File: src/rtl/pc_fetch_unit_pkg.sv
// ----------------------------------------------------------------------------
// pc_fetch_unit_pkg
// Shared processor definitions used by the instruction fetch stage:
//   - fetch_state_e : fetch controller state encoding (FETCH / HOLD / DRAIN)
//   - DEFAULT_RESET_PC : first fetch address after reset
//   - NOP_WORD : canonical no-operation instruction word
//   - PC_STEP / PC_ALIGN_MASK : sequential increment and word-alignment mask
// ----------------------------------------------------------------------------
package pc_fetch_unit_pkg;

    typedef enum logic [1:0] {
        FETCH = 2'd0,   // request outstanding (or about to be) at pc
        HOLD  = 2'd1,   // word returned during a stall, parked in hold buffer
        DRAIN = 2'd2    // redirected while a request was in flight; swallow it
    } fetch_state_e;

    localparam logic [31:0] DEFAULT_RESET_PC = 32'h0000_0000;
    localparam logic [31:0] NOP_WORD         = 32'hE1A0_0000;
    localparam logic [31:0] PC_STEP          = 32'd4;
    localparam logic [31:0] PC_ALIGN_MASK    = 32'hFFFF_FFFC;

endpackage : pc_fetch_unit_pkg

File: src/rtl/mux2to1_32b.sv
// ----------------------------------------------------------------------------
// mux2to1_32b
// Plain 32-bit two-input multiplexer.
//   i0  : selected when sel = 0
//   i1  : selected when sel = 1
//   sel : select
//   y   : result
// ----------------------------------------------------------------------------
module mux2to1_32b (
    input  logic [31:0] i0,
    input  logic [31:0] i1,
    input  logic        sel,
    output logic [31:0] y
);

    assign y = sel ? i1 : i0;

endmodule : mux2to1_32b

File: src/rtl/pc_fetch_unit.sv
// ----------------------------------------------------------------------------
// pc_fetch_unit
// Instruction fetch stage: owns the PC, issues one word request at a time to
// instruction memory and fills the IF/ID register.
//   clk, rst_n            : clock, asynchronous active-low reset
//   branch_taken/addr     : redirect from execute (addr bits [1:0] ignored)
//   freeze                : decode stall; holds IF/ID and the PC
//   imem_req/addr         : memory request, held stable until imem_ack
//   imem_ack/rdata        : completion; rdata valid in the ack cycle
//   if_valid/pc/instr     : IF/ID register (if_pc = fetch address + 4)
// ----------------------------------------------------------------------------
module pc_fetch_unit
    import pc_fetch_unit_pkg::*;
#(
    parameter logic [31:0] RESET_PC = DEFAULT_RESET_PC
) (
    input  logic        clk,
    input  logic        rst_n,
    input  logic        branch_taken,
    input  logic [31:0] branch_addr,
    input  logic        freeze,
    output logic        imem_req,
    output logic [31:0] imem_addr,
    input  logic        imem_ack,
    input  logic [31:0] imem_rdata,
    output logic        if_valid,
    output logic [31:0] if_pc,
    output logic [31:0] if_instr
);

    fetch_state_e state_q, state_d;
    logic [31:0]  pc_q, pc_d;
    logic [31:0]  drain_addr_q, drain_addr_d;
    logic [31:0]  hold_q, hold_d;
    logic         if_valid_q, if_valid_d;
    logic [31:0]  if_pc_q, if_pc_d;
    logic [31:0]  if_instr_q, if_instr_d;
    // Keeps imem_req low through reset and for the edge that releases it.
    logic         req_en_q, req_en_d;

    logic [31:0]  pc_plus4;
    logic [31:0]  next_pc;
    logic         ack_valid;

    assign pc_plus4 = pc_q + PC_STEP;

    mux2to1_32b u_next_pc_mux (
        .i0  (pc_plus4),
        .i1  (branch_addr & PC_ALIGN_MASK),
        .sel (branch_taken),
        .y   (next_pc)
    );

    // An ack only counts while a request is actually being presented.
    assign ack_valid = imem_ack & imem_req;

    always_comb begin
        // NOTE: every _d gets a default first so no path through the case infers a latch.
        state_d      = state_q;
        pc_d         = pc_q;
        drain_addr_d = drain_addr_q;
        hold_d       = hold_q;
        if_valid_d   = if_valid_q;
        if_pc_d      = if_pc_q;
        if_instr_d   = if_instr_q;
        req_en_d     = 1'b1;

        case (state_q)
            FETCH: begin
                if (branch_taken) begin
                    pc_d       = next_pc;
                    if_valid_d = 1'b0;
                    if (imem_req && !imem_ack) begin
                        // Request still in flight: remember its address and drain it.
                        state_d      = DRAIN;
                        drain_addr_d = pc_q;
                    end
                end else if (ack_valid && freeze) begin
                    hold_d  = imem_rdata;
                    state_d = HOLD;
                end else if (ack_valid) begin
                    if_valid_d = 1'b1;
                    if_pc_d    = pc_plus4;
                    if_instr_d = imem_rdata;
                    pc_d       = next_pc;
                end else if (!freeze) begin
                    // Decode consumed the previous word and nothing new arrived.
                    if_valid_d = 1'b0;
                end
            end

            HOLD: begin
                if (branch_taken) begin
                    pc_d       = next_pc;
                    if_valid_d = 1'b0;
                    hold_d     = '0;
                    state_d    = FETCH;
                end else if (!freeze) begin
                    if_valid_d = 1'b1;
                    if_pc_d    = pc_plus4;
                    if_instr_d = hold_q;
                    pc_d       = next_pc;
                    state_d    = FETCH;
                end
            end

            DRAIN: begin
                // Returned data is dropped; a later branch just retargets the pc.
                if (branch_taken) begin
                    pc_d = next_pc;
                end
                if (imem_ack) begin
                    state_d = FETCH;
                end
            end

            default: begin
                state_d = FETCH;
            end
        endcase
    end

    always_ff @(posedge clk or negedge rst_n) begin
        if (!rst_n) begin
            state_q      <= FETCH;
            pc_q         <= RESET_PC;
            drain_addr_q <= '0;
            hold_q       <= '0;
            if_valid_q   <= 1'b0;
            if_pc_q      <= '0;
            if_instr_q   <= '0;
            req_en_q     <= 1'b0;
        end else begin
            // NOTE: non-blocking so every flop samples the pre-edge _d values.
            state_q      <= state_d;
            pc_q         <= pc_d;
            drain_addr_q <= drain_addr_d;
            hold_q       <= hold_d;
            if_valid_q   <= if_valid_d;
            if_pc_q      <= if_pc_d;
            if_instr_q   <= if_instr_d;
            req_en_q     <= req_en_d;
        end
    end

    assign imem_req  = req_en_q && (state_q != HOLD);
    assign imem_addr = (state_q == DRAIN) ? drain_addr_q : pc_q;
    assign if_valid  = if_valid_q;
    assign if_pc     = if_pc_q;
    assign if_instr  = if_instr_q;

endmodule : pc_fetch_unit

File: config.mk
export PLATFORM = sky130hd
export DESIGN_NAME = pc_fetch_unit
export DESIGN_NICKNAME = d
export VERILOG_FILES = /design/src/rtl/pc_fetch_unit_pkg.sv /design/src/rtl/mux2to1_32b.sv /design/src/rtl/pc_fetch_unit.sv
export SDC_FILE = /design/constraint.sdc
export NUM_CORES = 1
export LEC_CHECK = 0
export CORE_ASPECT_RATIO = 0.5
export CORE_MARGIN = 4
export CORE_UTILIZATION = 51
export CTS_CLUSTER_SIZE = 20
export DETAILED_ROUTE_END_ITERATION = 6
export PLACE_DENSITY_LB_ADDON = 0.15
export SLEW_MARGIN = 20
export SYNTH_ARGS = -nofsm -noshare
export SYNTH_HDL_FRONTEND = slang
export SYNTH_HIERARCHICAL = 1
export SYNTH_SLANG_ARGS = --single-unit
export TNS_END_PERCENT = 20
File: constraint.sdc
create_clock -name clk -period 2.52 [get_ports clk]
set_input_delay 0.378 -clock clk [delete_from_list [all_inputs] [get_ports clk]]
set_output_delay 0.378 -clock clk [all_outputs]
set_load 0.02 [all_outputs]
==> results of run 1 <==
[cell families after synthesis]
logic type,count (synthesis)
multiplexers,190
XOR/XNOR,28
adder cells (fa/ha/maj),1
AND/OR/NAND/NOR,98
other,2
AO/OA/AOI/OAI,73
buffers and inverters,46
flip-flops,164
[layer usage]
metal | wire length [um] | share of wire, % | track usage, % | vias to the layer above
li1 | - | - | - | 2487
met1 | 8080 | 45 | 27.5 | 2696
met2 | 8620 | 48 | 35.1 | 110
met3 | 1040 | 5.8 | 6.46 | 14
met4 | 138 | 0.77 | 3.84 | 2
met5 | 13 | 0.073 | 0 | -
[timing repair]
item | 4_1_cts | 5_1_grt
hold endpoints to repair | 49 | 0
gates cloned | 0 | 0
hold buffers | 1 | 0
gates resized for setup | 15 | 15
setup endpoints to repair | 27 | 15
setup buffers | 1 | 0
[critical path, stage by stage, from the launching register on]
cell	delay [ns]
dfrtp_1	0.44
nor2b_4	0.18
buf_12	0.18
nand2_1	0.06
o21ai_0	0.08
clkdlybuf4s50_1	0.64
[power groups by stage]
| stage | combinational, uW | clock, uW | sequential [uW] |
|---|---|---|---|
| 6_report | 3880 | 2670 | 4160 |
| 5_1_grt | 4170 | 2850 | 4290 |
| 4_1_cts | 3960 | 2730 | 4160 |
| 3_5_place_dp | 3990 | 0 | 4190 |
| 3_3_place_gp | 3920 | 0 | 4150 |
| 2_1_floorplan | 1900 | 0 | 4500 |
[state kept, by name, summed over array words and instances, names as in the netlist]
register,cells
pc_q,32
req_en_q,1
drain_addr_q,32
if_valid,1
if_instr,32
hold_q,32
if_pc,32
state_q,2
[Yosys cell counts, drive strengths merged]
library cell	number
dfrtp	164
mux2i	32
a21o	1
xnor2	22
a21oi	35
inv	4
and4	3
clkbuf	12
nor4	3
conb	2
o21ai	5
ha	1
nand2	15
xor2	6
nor4b	1
nor2b	4
mux2	158
nand3	15
and3	4
a22o	32
nor2	40
nand4	9
buf	30
nor3	4
[cell type report]
type	instances	share of cell area (%)
inverter	4	0.144
tap	198	2.37
clock inverter	14	1.58
sequential	164	39.3
timing repair buffer	191	18.7
clock buffer	18	4.20
multi-input combinational	393	33.8
[cell usage in the layout (no fill, tap or decap), types with 2 or more instances in the layout]
master           instances
nor3_1                   3
buf_4                   19
inv_6                    6
clkinv_4                 2
nor2_1                  39
nand3_1                 14
nor2b_1                  2
conb_1                   3
inv_8                    2
clkbuf_16               17
nand4_1                  8
and3_1                   4
xnor2_1                 22
buf_12                   7
mux2_2                 128
xor2_1                   6
nor4_4                   3
clkdlybuf4s50_1        132
o21ai_0                  5
dlymetal6s2s_1          15
a22o_1                  32
inv_1                    4
nand2_1                 15
bufinv_16                2
mux2_4                  30
and4_1                   3
a21oi_1                 34
dlygate4sd2_1           15
nor2b_4                  2
mux2i_1                 32
dfrtp_1                164
[per-stage QoR]
step	util, %	worst slack (ns)
after floorplan	-	0.484
after global placement	66.4	0.211
after detailed placement	66.4	0.166
after CTS	70.5	0.000441
after global routing	70.7	0.0300
final	70.7	0.125
[final timing paths]
| kind | from | end | cells past startpoint |
|---|---|---|---|
| max | state_q[0] | imem_addr[6] | 5 |
| min | rst_n | if_instr[7] | 2 |
| max reg2reg | pc_q[2] | pc_q[26] | 8 |
| min reg2reg | hold_q[10] | hold_q[10] | 1 |
| max in group asynchronous | rst_n | pc_q[16] | 3 |
| min in group clk | hold_q[10] | hold_q[10] | 1 |
==> metrics.md, run 1 <==
| Metric | Value |
|---|---|
| Largest family of logic cells by synthesized area | `multiplexers` |
| Vias in the first global route | `5636` |
| Sequential-to-total area share from yosys stat | `52.3%` |
| Int Pwr | `7170 uW` |
| Worst hold slack | `0.475 ns` |
| Psw | `3540 uW` |
| Flop2flop setup slack | `0.17 ns` |
| Hold WC Path Type | `in2async` |
| Setup TNS | `0 ns` |
| GRT Overall Usage | `20.9%` |
| Mux contribution to synthesized area | `28.2%` |
| Cell Area, Synth | `7850 um2` |
| Comb pwr share | `36.2%` |
| MaxCap Viol Count | `0` |
| Fin nets | `841` |
| Finished Layout Cells | `982` |
| Worst-Skew Late Latency | `0.42 ns` |
| # IOs | `167` |
| Worst-path fanout max | `19` |
| Final setup fails | `0` |
| Rows | `31` |
| Syn Area/Cell | `13.0 um2` |
| Post-synthesis compound-gate area fraction | `6.22%` |
| Initial core utilization | `53.1%` |
| Cells after Synth | `602` |
| Post-Synth Adder-Cell Area | `0.159%` |
| Num CTS Buffers | `17` |
| Lkg Pwr | `0.00456 uW` |
| Largest net degree at the start of global routing | `53` |
| CTS tree | `yes` |
| IO buf count | `164` |
| Die width | `183 um` |
| Grt total ovfl | `0` |
| Final Max Slew Viols | `0` |
| PwrDens | `1030 nW/um2` |
| Synth area leaders | `dfrtp_1 (52%), mux2_2 (18%), mux2_4 (5.7%)` |
| Layout Skew | `0.0127 ns` |
| Fillcell total | `1084` |
| Die Area | `17600 um2` |
| Crit share post-route | `95.0%` |
| First-pass GRT wire length | `29.0 mm` |
| XOR/XNOR share of the synthesized area | `3.12%` |
| Max Clk Rate | `0.418 GHz` |
| Crit. End Element | `output pin` |
| Share of power burned in registers | `38.8%` |
| Drt pass-1 iters | `4` |
| Seq cells post-synth | `164` |
| Dpl hpwl | `12.0 mm` |
| Kind of critical path | `reg2out` |
| Area of the multi-input gates | `3530 um2` |
| Yosys top cell by area | `dfrtp_1` |
| N_diodes | `0` |
| Area growth syn-to-layout | `33.1%` |
| Switching share of power | `33.0%` |
| Share of the synthesized area in the top cell type | `52.3%` |
| Die height | `95.7 um` |
| Clk pwr share | `25.0%` |
| Routed Antenna Nets | `0` |
| Synth warn | `6` |
| Max VDD drop | `0.489 mV` |
| Placed Area | `9810 um2` |
| Share of post-route cells with drive strength above 1 | `29.2%` |
| # DRC | `0` |
| Fin area | `10400 um2` |
| DR vias | `5309` |
| Core Box Area | `14800 um2` |
| RSZ-0062 raised after global routing | `no` |
| CTS root buf | `clkbuf_16` |
| Sink Count | `164` |
| Worst slew pin tran | `0.595 ns` |
| Distinct cells, synth | `33` |
| CTS H-Tree Depth | `4` |
| Iter 0 DRT Violations | `189` |
| Clk pin slew, worst setup/hold paths | `0.07 ns` |
| Status | `finished clean` |
| CP Data Required Time | `2.14 ns` |
| CP Data Arrival Time | `2.02 ns` |
| Rel. slew slack | `60.3%` |
| Post-Synth Simple-Gate Area | `6.63%` |
| Final-report hold violation count | `0` |
| Drt total wl | `17.9 mm` |
| Crit path launch type | `register` |
| Routed WL per cell | `18.2 um` |
| Total Power | `10700 uW` |
| Placed cell count | `948` |
| Placer Congestion | `0.791` |
| Initial antenna violation count | `1` |
| Fin crit period | `2.40 ns` |
| Reg area | `4100 um2` |
| Clock buffer depth | `2` |
| Post-DR vias/cell | `5.41` |
No activity file was read; power rests on OpenSTA's default activity.
==> run 2: changes to the inputs <==
RECOVER_POWER = 100   (was default)
SETUP_SLACK_MARGIN = 0.5   (was default)
==> metrics.md, run 2 (same netlist as run 1, synthesis figures left out) <==
| Metric | Value |
|---|---|
| Drt total wl | `18.4 mm` |
| Worst hold slack | `0.352 ns` |
| Lkg Pwr | `0.00444 uW` |
| Psw | `3570 uW` |
| Die height | `95.7 um` |
| Fin crit period | `2.29 ns` |
| Comb pwr share | `35.6%` |
| Initial core utilization | `53.1%` |
| RSZ-0062 raised after global routing | `yes` |
| Share of power burned in registers | `40.1%` |
| Clk pwr share | `24.3%` |
| Grt total ovfl | `0` |
| Worst slew pin tran | `1.30 ns` |
| Clock buffer depth | `2` |
| Rows | `31` |
| PwrDens | `1010 nW/um2` |
| Crit-path max cell delay | `0.41 ns` |
| DR vias | `5405` |
| Worst-Skew Late Latency | `0.41 ns` |
| Routed WL per cell | `18.5 um` |
| First-pass GRT wire length | `29.4 mm` |
| Largest net degree at the start of global routing | `59` |
| Die Area | `17600 um2` |
| Initial antenna violation count | `0` |
| CTS root buf | `clkbuf_16` |
| Pre-CTS setup slack | `0.220 ns` |
| CP max-delay cell | `dfrtp_2` |
| Max Clk Rate | `0.436 GHz` |
| Kind of critical path | `reg2out` |
| Commonest non-fill, non-tap cell in the layout | `dfrtp_1` |
| Worst-path fanout max | `8` |
| MaxCap Viol Count | `0` |
| Final setup fails | `0` |
| Status | `finished clean` |
| Rel. slew slack | `13.4%` |
| CP Data Arrival Time | `1.92 ns` |
| Fin nets | `856` |
| CP Data Required Time | `2.14 ns` |
| CTS H-Tree Depth | `4` |
| Switching share of power | `34.0%` |
| N_diodes | `0` |
| Clk pin slew, worst setup/hold paths | `0.06 ns` |
| Core Box Area | `14800 um2` |
| Area growth syn-to-layout | `32.9%` |
| Int Pwr | `6920 uW` |
| Final-report hold violation count | `0` |
| Setup TNS | `0 ns` |
| Routed Antenna Nets | `0` |
| Dpl hpwl | `11.9 mm` |
| Crit path launch type | `register` |
| Crit share post-route | `91.0%` |
| # DRC | `0` |
| Most frequent cells in the layout | `dfrtp_1 (157), mux2_2 (112), dlygate4sd3_1 (67)` |
| Crit. End Element | `output pin` |
| Buf/Inv on CP | `4` |
| Hold WC Path Type | `in2reg` |
| Share of post-route cells with drive strength above 1 | `31.2%` |
| Worst path most repeated cell | `buf_12` |
| Total Power | `10500 uW` |
| Fin util | `70.6%` |
| Iter 0 DRT Violations | `227` |
| Worst setup margin | `0.226 ns` |
| Die width | `183 um` |
| CTS tree | `yes` |
| Max VDD drop | `0.484 mV` |
| GRT Overall Usage | `21.1%` |
| Vias in the first global route | `5703` |
| Post-DR vias/cell | `5.42` |
| Num CTS Buffers | `17` |
| Placer Congestion | `0.786` |
| Critical Path, Cell by Cell | `nor2b_1 -> buf_12 -> buf_12 -> buf_4 -> mux2_4 -> clkbuf_2` |
| Top delay family on crit path | `buffers and inverters` |
| Layout Skew | `0.0139 ns` |
| Sink Count | `164` |
| Final Max Slew Viols | `0` |
| # IOs | `167` |
| IO buf count | `164` |
| Drt pass-1 iters | `6` |
run 2: changes by cell type in the layout (fill, tap and decap cells not counted), sizes merged:
cell and change:
dlymetal6s2s -15, buf +18, bufinv -1, clkbuf +27
dlygate4sd2 -12, clkinv +1, dlygate4sd3 +66, clkdlybuf4s50 -69
run 2: stage by stage:
step | area [um2] | instances
floorplan | 7850 | 603
global placement | 9760 | 943
detailed placement | 9760 | 943
CTS | 10500 | 982
global route | 10400 | 997
finish | 10400 | 997
run 2: timing repair:
item / CTS / global route
cloned: 2 / 1
setup endpoints to repair: 51 / 80
endpoints found under the hold margin: 49 / 0
pin swaps: 0 / 4
buffers inserted: 4 / 14
hold buffers: 1 / 0
gates resized for setup: 149 / 41
run 2: path summary, 6_finish.rpt:
path                               from       endpoint  slack, ns  depth (start not counted)
setup reg to reg                pc_q[3]       pc_q[29]       0.25                          8
hold reg to reg              hold_q[28]     hold_q[28]       0.50                          1
hold / removal             branch_taken       if_valid       0.35                          2
min in group asynchronous         rst_n    if_instr[8]       0.79                          2
setup / recovery             state_q[0]  imem_addr[28]       0.23                          6
max in group asynchronous         rst_n        pc_q[8]       0.76                          3
run 2: power groups by stage:
stage / Combinational, uW / Clock, uW / Sequential (uW)
5_1_grt: 4010 / 2710 / 4320
3_3_place_gp: 3840 / 0 / 4180
3_5_place_dp: 3920 / 0 / 4240
6_report: 3740 / 2550 / 4200
2_1_floorplan: 1900 / 0 / 4500
4_1_cts: 3930 / 2610 / 4210
run 2: layout make-up:
cell class,instances,area (um2)
Sequential cell,164,4110
Multi-Input combinational cell,393,3510
Tap cell,198,248
Timing Repair Buffer,206,1970
Clock inverter,14,143
Inverter,4,15.0
Clock buffer,18,429
Fill cell,1084,4350
run 2: routing by layer:
metal	vias up	GRT usage [%]	routed length [um]
met5	-	0	0
met4	0	5.33	107
met3	12	5.32	851
met2	103	35.3	8990
met1	2758	28.1	8460
li1	2532	-	-
==> run 3: changes to the inputs <==
GPL_TIMING_DRIVEN = 0   (was default)
==> metrics.md, run 3 (same netlist as run 1, synthesis figures left out) <==
| Metric | Value |
|---|---|
| Status | `finished clean` |
| M1 wire length | `8.43 mm` |
| CTS root buf | `clkbuf_16` |
| Switching share of power | `34.2%` |
| Worst slew pin tran | `0.597 ns` |
| Commonest non-fill, non-tap cell in the layout | `dfrtp_1` |
| Crit share post-route | `92.5%` |
| DR vias | `5470` |
| Max Clk Rate | `0.429 GHz` |
| Worst-Skew Late Latency | `0.42 ns` |
| MaxCap Viol Count | `0` |
| Routed Antenna Nets | `0` |
| Die height | `95.7 um` |
| # IOs | `167` |
| Reg area | `4110 um2` |
| CP Data Required Time | `2.14 ns` |
| Fin area | `10600 um2` |
| Fin crit period | `2.33 ns` |
| CP max-delay cell | `mux2_2` |
| Dpl hpwl | `12.6 mm` |
| Area growth syn-to-layout | `35.1%` |
| Finished Layout Cells | `1023` |
| Die width | `183 um` |
| RSZ-0062 raised after global routing | `yes` |
| Share of power burned in registers | `39.1%` |
| Layout Skew | `0.0114 ns` |
| Crit path launch type | `register` |
| CP startpoint | `state_q[1]` |
| Setup TNS | `0 ns` |
| Max Used Layer | `met4` |
| Vias in the first global route | `5801` |
| N_diodes | `0` |
| Placed Area | `9780 um2` |
| Grt total ovfl | `0` |
| Top delay family on crit path | `buffers and inverters` |
| Num CTS Buffers | `17` |
| Detail Route met3 WL | `1.12 mm` |
| Comb pwr share | `37.4%` |
| Buf/Inv on CP | `4` |
| Fin nets | `882` |
| Placer Congestion | `0.772` |
| Core Box Area | `14800 um2` |
| CP Data Arrival Time | `1.95 ns` |
| Clk pin slew, worst setup/hold paths | `0.07 ns` |
| Final setup fails | `0` |
| IO buf count | `164` |
| Drt pass-1 iters | `4` |
| Int Pwr | `6920 uW` |
| Initial antenna violation count | `0` |
| Post-DR vias/cell | `5.35` |
| Lkg Pwr | `0.00458 uW` |
| Clk pwr share | `23.6%` |
| Worst R2R Start | `state_q[1]` |
| Clock buffer depth | `2` |
| Total Power | `10500 uW` |
| Crit-path max cell delay | `0.37 ns` |
| # DRC | `0` |
| Rows | `31` |
| Routed WL per cell | `18.3 um` |
| Met2 routed wirelength | `8.96 mm` |
| Initial core utilization | `53.1%` |
| Iter 0 DRT Violations | `204` |
| CTS tree | `yes` |
| Final-report hold violation count | `0` |
| PwrDens | `992 nW/um2` |
| Kind of critical path | `reg2out` |
| GRT Overall Usage | `21.7%` |
| First-pass GRT wire length | `29.9 mm` |
| Fin util | `71.8%` |
| Worst-path fanout max | `6` |
| Max VDD drop | `0.507 mV` |
| Share of post-route cells with drive strength above 1 | `34.7%` |
| Final Max Slew Viols | `0` |
| Critical Path, Cell by Cell | `clkbuf_1 -> nor2b_4 -> clkbuf_16 -> clkbuf_2 -> mux2_2 -> buf_6` |
| Sink Count | `164` |
| Fillcell total | `1045` |
| Hold WC Path Type | `reg2reg` |
| Min-delay src | `if_pc[20]` |
| Psw | `3600 uW` |
| Die Area | `17600 um2` |
| Crit. End Element | `output pin` |
| Drt total wl | `18.7 mm` |
| Most frequent cells in the layout | `dfrtp_1 (159), mux2_2 (121), dlygate4sd3_1 (68)` |
| Rel. slew slack | `59.9%` |
| CTS H-Tree Depth | `4` |
| Placed cell count | `966` |
| Area of the multi-input gates | `3550 um2` |
| Largest net degree at the start of global routing | `96` |
-- run 3: stage by stage --
step | hold WS [ns] | setup slack (ns)
2_1_floorplan | 0.0824 | 0.484
3_3_place_gp | 0.482 | -5.73
4_1_cts | 0.505 | 0.282
5_1_grt | 0.513 | 0.0835
6_report | 0.499 | 0.189
3_5_place_dp | 0.382 | -0.381
-- run 3: routing by layer --
metal  global-route usage (%)  up-vias
met4                     5.45        0
met2                     36.0      123
li1                         -     2584
met1                     28.5     2750
met3                     6.42       13
met5                        0        -
-- run 3: power groups by stage --
stage	Combinational [uW]	Clock, uW	Sequential (uW)
5_1_grt	4230	2650	4230
3_3_place_gp	3930	0	4110
3_5_place_dp	4010	0	4140
6_report	3930	2480	4110
2_1_floorplan	1900	0	4500
4_1_cts	4080	2530	4110
-- run 3: cell type report --
class                   instances  share of cell area [%]
flip-flops and latches        164                    38.8
plain buffers                  42                    3.03
clock buffers                  19                    4.18
inverters                       4                   0.142
well taps                     198                    2.34
multi-input cells             393                    33.5
clock inverters                13                    1.10
repair buffers                190                    17.0
-- run 3: final timing paths --
path,endpoint,slack [ns],depth (start not counted)
max,imem_addr[24],0.19,6
min,if_pc[20],0.50,1
max reg2reg,if_instr[30],0.26,7
min reg2reg,if_pc[20],0.50,1
max in group asynchronous,pc_q[14],1.10,3
min in group asynchronous,if_instr[5],0.53,2
-- run 3: what timing repair did --
item	in CTS	in global routing
buffers inserted	11	12
endpoints found under the setup margin	168	189
pin swaps	3	7
resized for setup	209	25
gates cloned	1	0
endpoints found under the hold margin	69	0
hold buffers	1	0
